`src/rtl/processor_pkg.sv`:
```
// Shared pipeline definitions: opcode field geometry, the NOP encoding and the fetch FSM states.
package processor_pkg;

    localparam int unsigned OPCODE_W = 5;
    localparam int unsigned WORD_W   = 16;

    localparam logic [WORD_W-1:0] NOP_INSTR = 16'h0000;

    typedef enum logic [1:0] {
        S_BOOT = 2'd0,
        S_RUN  = 2'd1,
        S_IMM  = 2'd2
    } fetch_state_e;

    // An instruction carries a trailing immediate word when the opcode's two top bits are set.
    function automatic logic is_two_word(input logic [OPCODE_W-1:0] opcode);
        return opcode[OPCODE_W-1 -: 2] == 2'b11;
    endfunction

endpackage

```
`src/rtl/if_id_buffer.sv`:
```
// IF/ID pipeline register: loads a fetched instruction, holds it, or flushes to a NOP bubble.
module if_id_buffer
    import processor_pkg::*;
#(
    parameter int unsigned PC_W    = 16,
    parameter int unsigned INSTR_W = 16
) (
    input  logic               clk,
    input  logic               reset,
    input  logic               load,
    input  logic               flush,
    input  logic [INSTR_W-1:0] instruction_d,
    input  logic [INSTR_W-1:0] immediate_d,
    input  logic [PC_W-1:0]    pc_next_d,
    output logic [INSTR_W-1:0] instruction,
    output logic [INSTR_W-1:0] immediate,
    output logic               instr_valid,
    output logic [PC_W-1:0]    pc_next_buf
);

    // Flush beats load; with neither asserted the contents are held.
    always_ff @(posedge clk) begin
        if (reset || flush) begin
            instruction <= INSTR_W'(NOP_INSTR);
            immediate   <= '0;
            instr_valid <= 1'b0;
            pc_next_buf <= '0;
        end else if (load) begin
            instruction <= instruction_d;
            immediate   <= immediate_d;
            instr_valid <= 1'b1;
            pc_next_buf <= pc_next_d;
        end
    end

endmodule

```
`src/rtl/fetch_stage.sv`:
```
// Instruction-fetch stage: boots the PC from imem, splits two-word instructions and
// feeds the IF/ID buffer, honouring stall and jump redirects from later stages.
module fetch_stage
    import processor_pkg::*;
#(
    parameter int unsigned      PC_W      = 16,
    parameter int unsigned      INSTR_W   = 16,
    parameter logic [PC_W-1:0]  RESET_VEC = '0
) (
    input  logic               clk,
    input  logic               reset,
    output logic [PC_W-1:0]    imem_addr,
    input  logic [INSTR_W-1:0] imem_data,
    input  logic               stall,
    input  logic               jump_occured,
    input  logic [PC_W-1:0]    jump_target,
    output logic [INSTR_W-1:0] instruction,
    output logic [INSTR_W-1:0] immediate,
    output logic               instr_valid,
    output logic [PC_W-1:0]    pc_next_buf
);

    fetch_state_e       state_q, state_d;
    logic [PC_W-1:0]    pc_q, pc_d;
    logic [INSTR_W-1:0] held_q, held_d;

    logic               buf_load, buf_flush;
    logic [INSTR_W-1:0] buf_instr, buf_imm;
    logic [PC_W-1:0]    pc_inc;
    logic               fetch_two_word;

    assign pc_inc         = pc_q + PC_W'(1);
    assign fetch_two_word = is_two_word(imem_data[INSTR_W-1 -: OPCODE_W]);

    always_ff @(posedge clk) begin
        if (reset) begin
            state_q <= S_BOOT;
            pc_q    <= '0;
            held_q  <= '0;
        end else begin
            state_q <= state_d;
            pc_q    <= pc_d;
            held_q  <= held_d;
        end
    end

    // Next-state logic; jump takes priority over stall so a flush is never lost.
    always_comb begin
        state_d   = state_q;
        pc_d      = pc_q;
        held_d    = held_q;
        imem_addr = pc_q;
        buf_load  = 1'b0;
        buf_flush = 1'b0;
        buf_instr = INSTR_W'(NOP_INSTR);
        buf_imm   = '0;

        unique case (state_q)
            S_BOOT: begin
                imem_addr = RESET_VEC;
                pc_d      = imem_data[PC_W-1:0];
                state_d   = S_RUN;
            end
            S_RUN: begin
                if (jump_occured) begin
                    pc_d      = jump_target;
                    buf_flush = 1'b1;
                end else if (!stall) begin
                    pc_d = pc_inc;
                    if (fetch_two_word) begin
                        held_d    = imem_data;
                        buf_flush = 1'b1;
                        state_d   = S_IMM;
                    end else begin
                        buf_load  = 1'b1;
                        buf_instr = imem_data;
                    end
                end
            end
            S_IMM: begin
                if (jump_occured) begin
                    pc_d      = jump_target;
                    held_d    = '0;
                    buf_flush = 1'b1;
                    state_d   = S_RUN;
                end else if (!stall) begin
                    pc_d      = pc_inc;
                    buf_load  = 1'b1;
                    buf_instr = held_q;
                    buf_imm   = imem_data;
                    state_d   = S_RUN;
                end
            end
            default: begin
                state_d = S_BOOT;
            end
        endcase
    end

    if_id_buffer #(
        .PC_W    (PC_W),
        .INSTR_W (INSTR_W)
    ) u_if_id_buffer (
        .clk           (clk),
        .reset         (reset),
        .load          (buf_load),
        .flush         (buf_flush),
        .instruction_d (buf_instr),
        .immediate_d   (buf_imm),
        .pc_next_d     (pc_inc),
        .instruction   (instruction),
        .immediate     (immediate),
        .instr_valid   (instr_valid),
        .pc_next_buf   (pc_next_buf)
    );

endmodule
```
`config.mk`:
```
export PLATFORM = sky130hd
export DESIGN_NAME = fetch_stage
export DESIGN_NICKNAME = d
export VERILOG_FILES = /design/src/rtl/processor_pkg.sv /design/src/rtl/if_id_buffer.sv /design/src/rtl/fetch_stage.sv
export SDC_FILE = /design/constraint.sdc
export NUM_CORES = 1
export LEC_CHECK = 0
export ABC_AREA = 1
export BUFFER_PORTS_ARGS = -buffer_cell sky130_fd_sc_hd__buf_2
export CORE_MARGIN = 1.5
export CORE_UTILIZATION = 53
export DETAILED_ROUTE_END_ITERATION = 6
export MAX_ROUTING_LAYER = met4
export PLACE_DENSITY_LB_ADDON = 0.12
export SYNTH_ARGS = -nofsm -noshare
export SYNTH_HDL_FRONTEND = slang
export SYNTH_SLANG_ARGS = --single-unit
```
`constraint.sdc`:
```
create_clock -name clk -period 2.2 [get_ports clk]
set_input_delay 0.22 -clock clk [delete_from_list [all_inputs] [get_ports clk]]
set_output_delay 0.22 -clock clk [all_outputs]
set_load 0.01 [all_outputs]
```
Word-level counts from Yosys, hierarchy flattened
Cells that the tools add are included.
- register bits after elaboration: 83
- bits of input ports: 36
- output and inout port bits: 65
- logic and storage cells: 60
- add/sub/neg operators: 1
- equal/unequal tests: 9
- muxes and demuxes: 35
- reduce and logical (&&, ||, !) cells: 8
- operators with widths (operator ; count):
    2-to-1 mux 16 bit ; 15
    one-hot mux 16 bit (2 select lines) ; 3
    adder 16 x 1 -> 16 bit (second input constant) ; 1
    2-to-1 mux 2 bit ; 5
    2-to-1 mux 1 bit ; 9
    inequality test 2 bit (second input constant) ; 4
    one-hot mux 2 bit (3 select lines) ; 1
    AND reduction 5 bit ; 1
    equality test 2 bit (second input constant) ; 2
    one-hot mux 1 bit (2 select lines) ; 2
    AND reduction 4 bit ; 1
    nonzero test 2 bit ; 2
    inequality test 3 x 2 -> 1 bit (second input constant) ; 1
    inequality test 3 bit (second input constant) ; 1
    equality test 2 x 1 -> 1 bit (second input constant) ; 1
    zero test 2 bit ; 1
    AND reduction 2 bit ; 1
    OR reduction 2 bit ; 1
    logical OR 1 bit ; 1

Depth between registers and ports, before layout
- depth after elaboration: 6
- gate-level depth with buffers: 13
- depth with buffers taken out: 10

Modules after synthesis
A second synthesis with hierarchy kept.
- cell total of the unflattened synthesis: 743
- area total of the unflattened synthesis: 4615.7 um^2
- by module, submodules not included (module ; times used ; cells an instance ; area each (um^2) ; seq. area each (um^2)):
    fetch_stage ; 1 ; 436 ; 2597.5 ; 680.7
    if_id_buffer ; 1 ; 307 ; 2018.2 ; 980.9

Worst setup path after synthesis
OpenSTA, ideal clock, no wires.
- path kind: register -> register
- from: reg state_q[0]
- to: reg pc_q[2]
- setup time: 122 ps
- data arrival time: 1586 ps
- data required time: 2078 ps
- path slack: 492 ps
- stages on the path, launching flop included: 9
- path buffers: 2
- clock period less this slack: 1708 ps
- path through: dfxtp_1 inv_1 ha_1 clkbuf_2 a31oi_2 inv_2 buf_2 a21oi_1 a21oi_1
- cells in the longest elaborated chain, start to end: 4
- elaborated cells on any way between the ends: 8
- those cells by class: eq/ne: 3; mux: 1; reduce/logical: 4
- RTL lines (item ; line ; text):
    start, declared ; fetch_stage.sv:23 ; fetch_state_e state_q, state_d;
    start signal, assigned ; fetch_stage.sv:41 ; state_q <= state_d;
    equality test 2 bit / equality test 2 x 1 -> 1 bit (equally long branches) ; fetch_stage.sv:58 ; unique case (state_q)
    OR reduction 2 bit (no line) ; -- ;
    inequality test 3 x 2 -> 1 bit (no line) / nonzero test 2 bit (equally long branches) ; -- ;
    AND reduction 2 bit (no line) ; -- ;
    end signal, assigned ; fetch_stage.sv:42 ; pc_q <= pc_d;
    end, declared ; fetch_stage.sv:24 ; logic [PC_W-1:0] pc_q, pc_d;
Parallel ways exist; a longest one is shown, timed or not.
A chain may end at the register's enable or synchronous reset.

Worst setup path in the final report
- from: reg state_q[0]
- to: reg held_q[12]
- cells in the longest elaborated chain, start to end: 3
- elaborated cells on any way between the ends: 9
- those cells by class: eq/ne: 6; mux: 1; reduce/logical: 2
- RTL lines (item ; line ; text):
    equality test 2 bit / equality test 2 x 1 -> 1 bit (equally long branches) ; fetch_stage.sv:58 ;
    inequality test 2 bit (no line) / nonzero test 2 bit (equally long branches) ; -- ;
    AND reduction 5 bit (no line) ; -- ;
    end signal, assigned ; fetch_stage.sv:43 ; held_q <= held_d;
    end, declared ; fetch_stage.sv:25 ; logic [INSTR_W-1:0] held_q, held_d;
Parallel ways exist; a longest one is shown, timed or not.

==> out/qor.yml <==
status: "finished clean"
antenna_found_initial: 0
fmax_ghz: 0.504
critPathLaunch: "state_q[0]"
synth_edf_count: 0
place_ws_ns: 0.287
layout_min_cycle_time_ns: 1.98
end_kind: "register"
die_area_um2: 8240
syn_area_per_cell_um2: 6.66
ant_nets: 0
route.met3.wl_um: 488
route.met2.wl_um: 5690
power.density_cell_area_nw_per_um2: 1250
num-fill-cells: 704
async_reset_ff_share_pct: 0
cp-start-kind: "register"
cp-endpoint: "held_q[12]"
start_util_pct: 55.4
syn_nets: 654
multiInputGateArea_um2: 2060
arrival_ns: 2.22
root_buffer: "clkbuf_8"
fin_nets: 744
rrSetupSlack_ns: 0.22
stdcell_count: 807
hpwl_um: 8470
crit_type: "register to register"
finalHoldViolCount: 0
port_buffers: 100
p_sw_mw: 2.58
grt_pass1_wl_um: 19000
synth_ff_type: "dfxtp_1"
row_count: 31
slew_viol_final: 0
netlist_area_um2: 4080
drive_above_1_share_pct: 19.8
finalClockSkew_ns: 0.0114
tritoncts: "done"
clk_latency_ns: 0.36
io-pin-count: 101
firstDrtPassIters: 5
seq_power_share_pct: 34.2
worst-slew-pin-transition_ns: 0.651
p_comb_share_pct: 42.1
r2r_start: "state_q[0]"
swShare_pct: 41.8
pwr-share-clk_pct: 23.7
num_antenna_cells: 0
drt_iter0_drc: 311
power.internal_mw: 3.58
die_w_um: 90.8
post_drt_wl_per_cell_um: 14.4
chipHeight_um: 90.8
synthToLayoutAreaGrowth_pct: 20.6
cts_resized: 0
worstPathRequired_ns: 2.43
routed_via_density: 5.32
coreArea_um2: 7370
synthDistinctLibCells: 30
path_clk_slew_ns: 0.09
synthTopCellsByArea: "dfxtp_1 41%, nand2_1 12%, a21oi_1 9.7%"
drc: 0
numCtsBuffers: 9
r2r_end: "held_q[12]"
max-cap-violations: 0
synth-warning-count: 0
clock-sinks: 83
critPathMaxFanout: 29
hold_path.class: "input pin to register"
cts_buffer_depth: 2
dp_cells: 791
synth_top_cell_by_area: "dfxtp_1"
cts_max_level: 3
ys_seq_elements: 83
p_leak_nw: 2.27
reg2reg_depth: 12
holdBufCountCts: 0
irDropWorstVdd_mv: 0.565
period_share_pct: 90.2
regArea_um2: 1660
grt-ovfl-total: 0
setup_ws_ns: 0.216
routed.top_layer: "met4"
wl_met1_um: 5100
wl_um: 11600
finalSetupViolCount: 0
yosysTopAreaCellShare_pct: 40.7
syn_inst: 613
setup-tns-final_ns: 0
rsz0062_at_grt: "false"
slew_headroom_pct: 56.6
grt_pass1_vias: 4004
vias: 4293
grt.total_usage_pct: 29.4
gp_congestion: 0.970
post_cts_buffers: 0
grt_max_degree: 38
synth-seq-area-share_pct: 40.7
-- flip-flops by register name, summed over array words and instances, names as in the netlist --
register                    cells
held_q                         16
u_if_id_buffer.pc_next_buf     16
u_if_id_buffer.immediate       16
state_q                         2
u_if_id_buffer.instr_valid      1
pc_q                           16
u_if_id_buffer.instruction     16
-- per-layer routing --
| metal | up-vias | global-route usage, % |
|---|---|---|
| met1 | 1964 | 34.1 |
| met2 | 140 | 51.1 |
| met4 | 0 | 12.0 |
| met3 | 24 | 3.79 |
| met5 | - | - |
| li1 | 2165 | - |
-- layout make-up --
class,count,share of cell area (%)
multi-input combinational,445,41.8
sequential,83,33.8
timing repair buffer,117,13.0
inverter,47,3.58
clock inverter,6,2.77
clock buffer,10,2.59
tap,99,2.52
-- Yosys cell counts, types with 2 or more instances --
master	n
inv_1	43
nand2_1	130
ha_1	5
o21ai_0	54
nand3_1	34
buf_1	5
o21ai_1	10
o21bai_1	2
clkbuf_2	3
buf_4	2
xor2_1	7
dfxtp_1	83
buf_2	15
nand3b_1	2
inv_2	3
nand4_1	4
nor2_1	103
a21oi_1	79
buf_6	2
clkbuf_1	11
o211ai_1	7
-- worst max-delay path, stage by stage, from the launching register on --
cell and delay, ns:
dfxtp_1 0.39, inv_1 0.10, ha_1 0.27, inv_2 0.07, buf_4 0.20, nor2_1 0.06, inv_1 0.10, nand2_1 0.08
nor2_2 0.08, buf_4 0.27, nand2_1 0.09, o21ai_1 0.09, nor2_1 0.06
-- cells in the final DEF, fill, tap and decap left out, types with 9 or more instances in the layout --
| cell | netlist | layout |
|---|---|---|
| a21oi_1 | 79 | 79 |
| buf_2 | 15 | 100 |
| buf_4 | 2 | 16 |
| clkbuf_8 | 0 | 9 |
| dfxtp_1 | 83 | 83 |
| inv_1 | 43 | 43 |
| nand2_1 | 130 | 130 |
| nand3_1 | 34 | 34 |
| nor2_1 | 103 | 103 |
| o21ai_0 | 54 | 54 |
| o21ai_1 | 10 | 10 |
-- per-stage QoR --
stage / total power [mW] / utilization (%) / hold slack (ns) / cell area, µm²
finish: 6.16 / 66.8 / 0.174 / 4920
global route: 6.57 / 66.8 / 0.192 / 4920
CTS: 6.13 / 66.8 / 0.176 / 4920
detailed placement: 4.67 / 63.2 / 0.452 / 4660
global placement: 4.60 / 63.2 / 0.444 / 4660
floorplan: 3.90 / - / 0.292 / 4080
-- power groups by stage --
stage	combinational (mW)	clock, mW	sequential, mW
after floorplan	1.83	0	2.07
final	2.60	1.46	2.11
after CTS	2.57	1.47	2.09
after detailed placement	2.55	0	2.12
after global placement	2.49	0	2.11
after global routing	2.89	1.54	2.14
-- worst min path at each step --
stage,from,end,depth (start not counted)
final,jump_target[2],pc_q[2],3
after detailed placement,u_if_id_buffer.pc_next_buf[2],u_if_id_buffer.pc_next_buf[2],2
after global routing,imem_data[0],pc_q[0],3
after global placement,held_q[15],held_q[15],2
after CTS,jump_target[2],pc_q[2],3
after floorplan,reset,held_q[0],1
-- logic make-up (layout without fill, tap and decap cells) --
group | after synthesis | count (layout) | share of synthesized area [%]
AOI/OAI and AO/OA | 156 | 156 | 20.0
and+or+nand+nor | 277 | 277 | 27.3
xor gates and xnor gates | 7 | 7 | 1.50
DFF | 83 | 83 | 40.7
adders and majority gates | 5 | 5 | 1.53
buffers and inverters | 85 | 180 | 8.92
No activity file was read; power rests on OpenSTA's default activity.
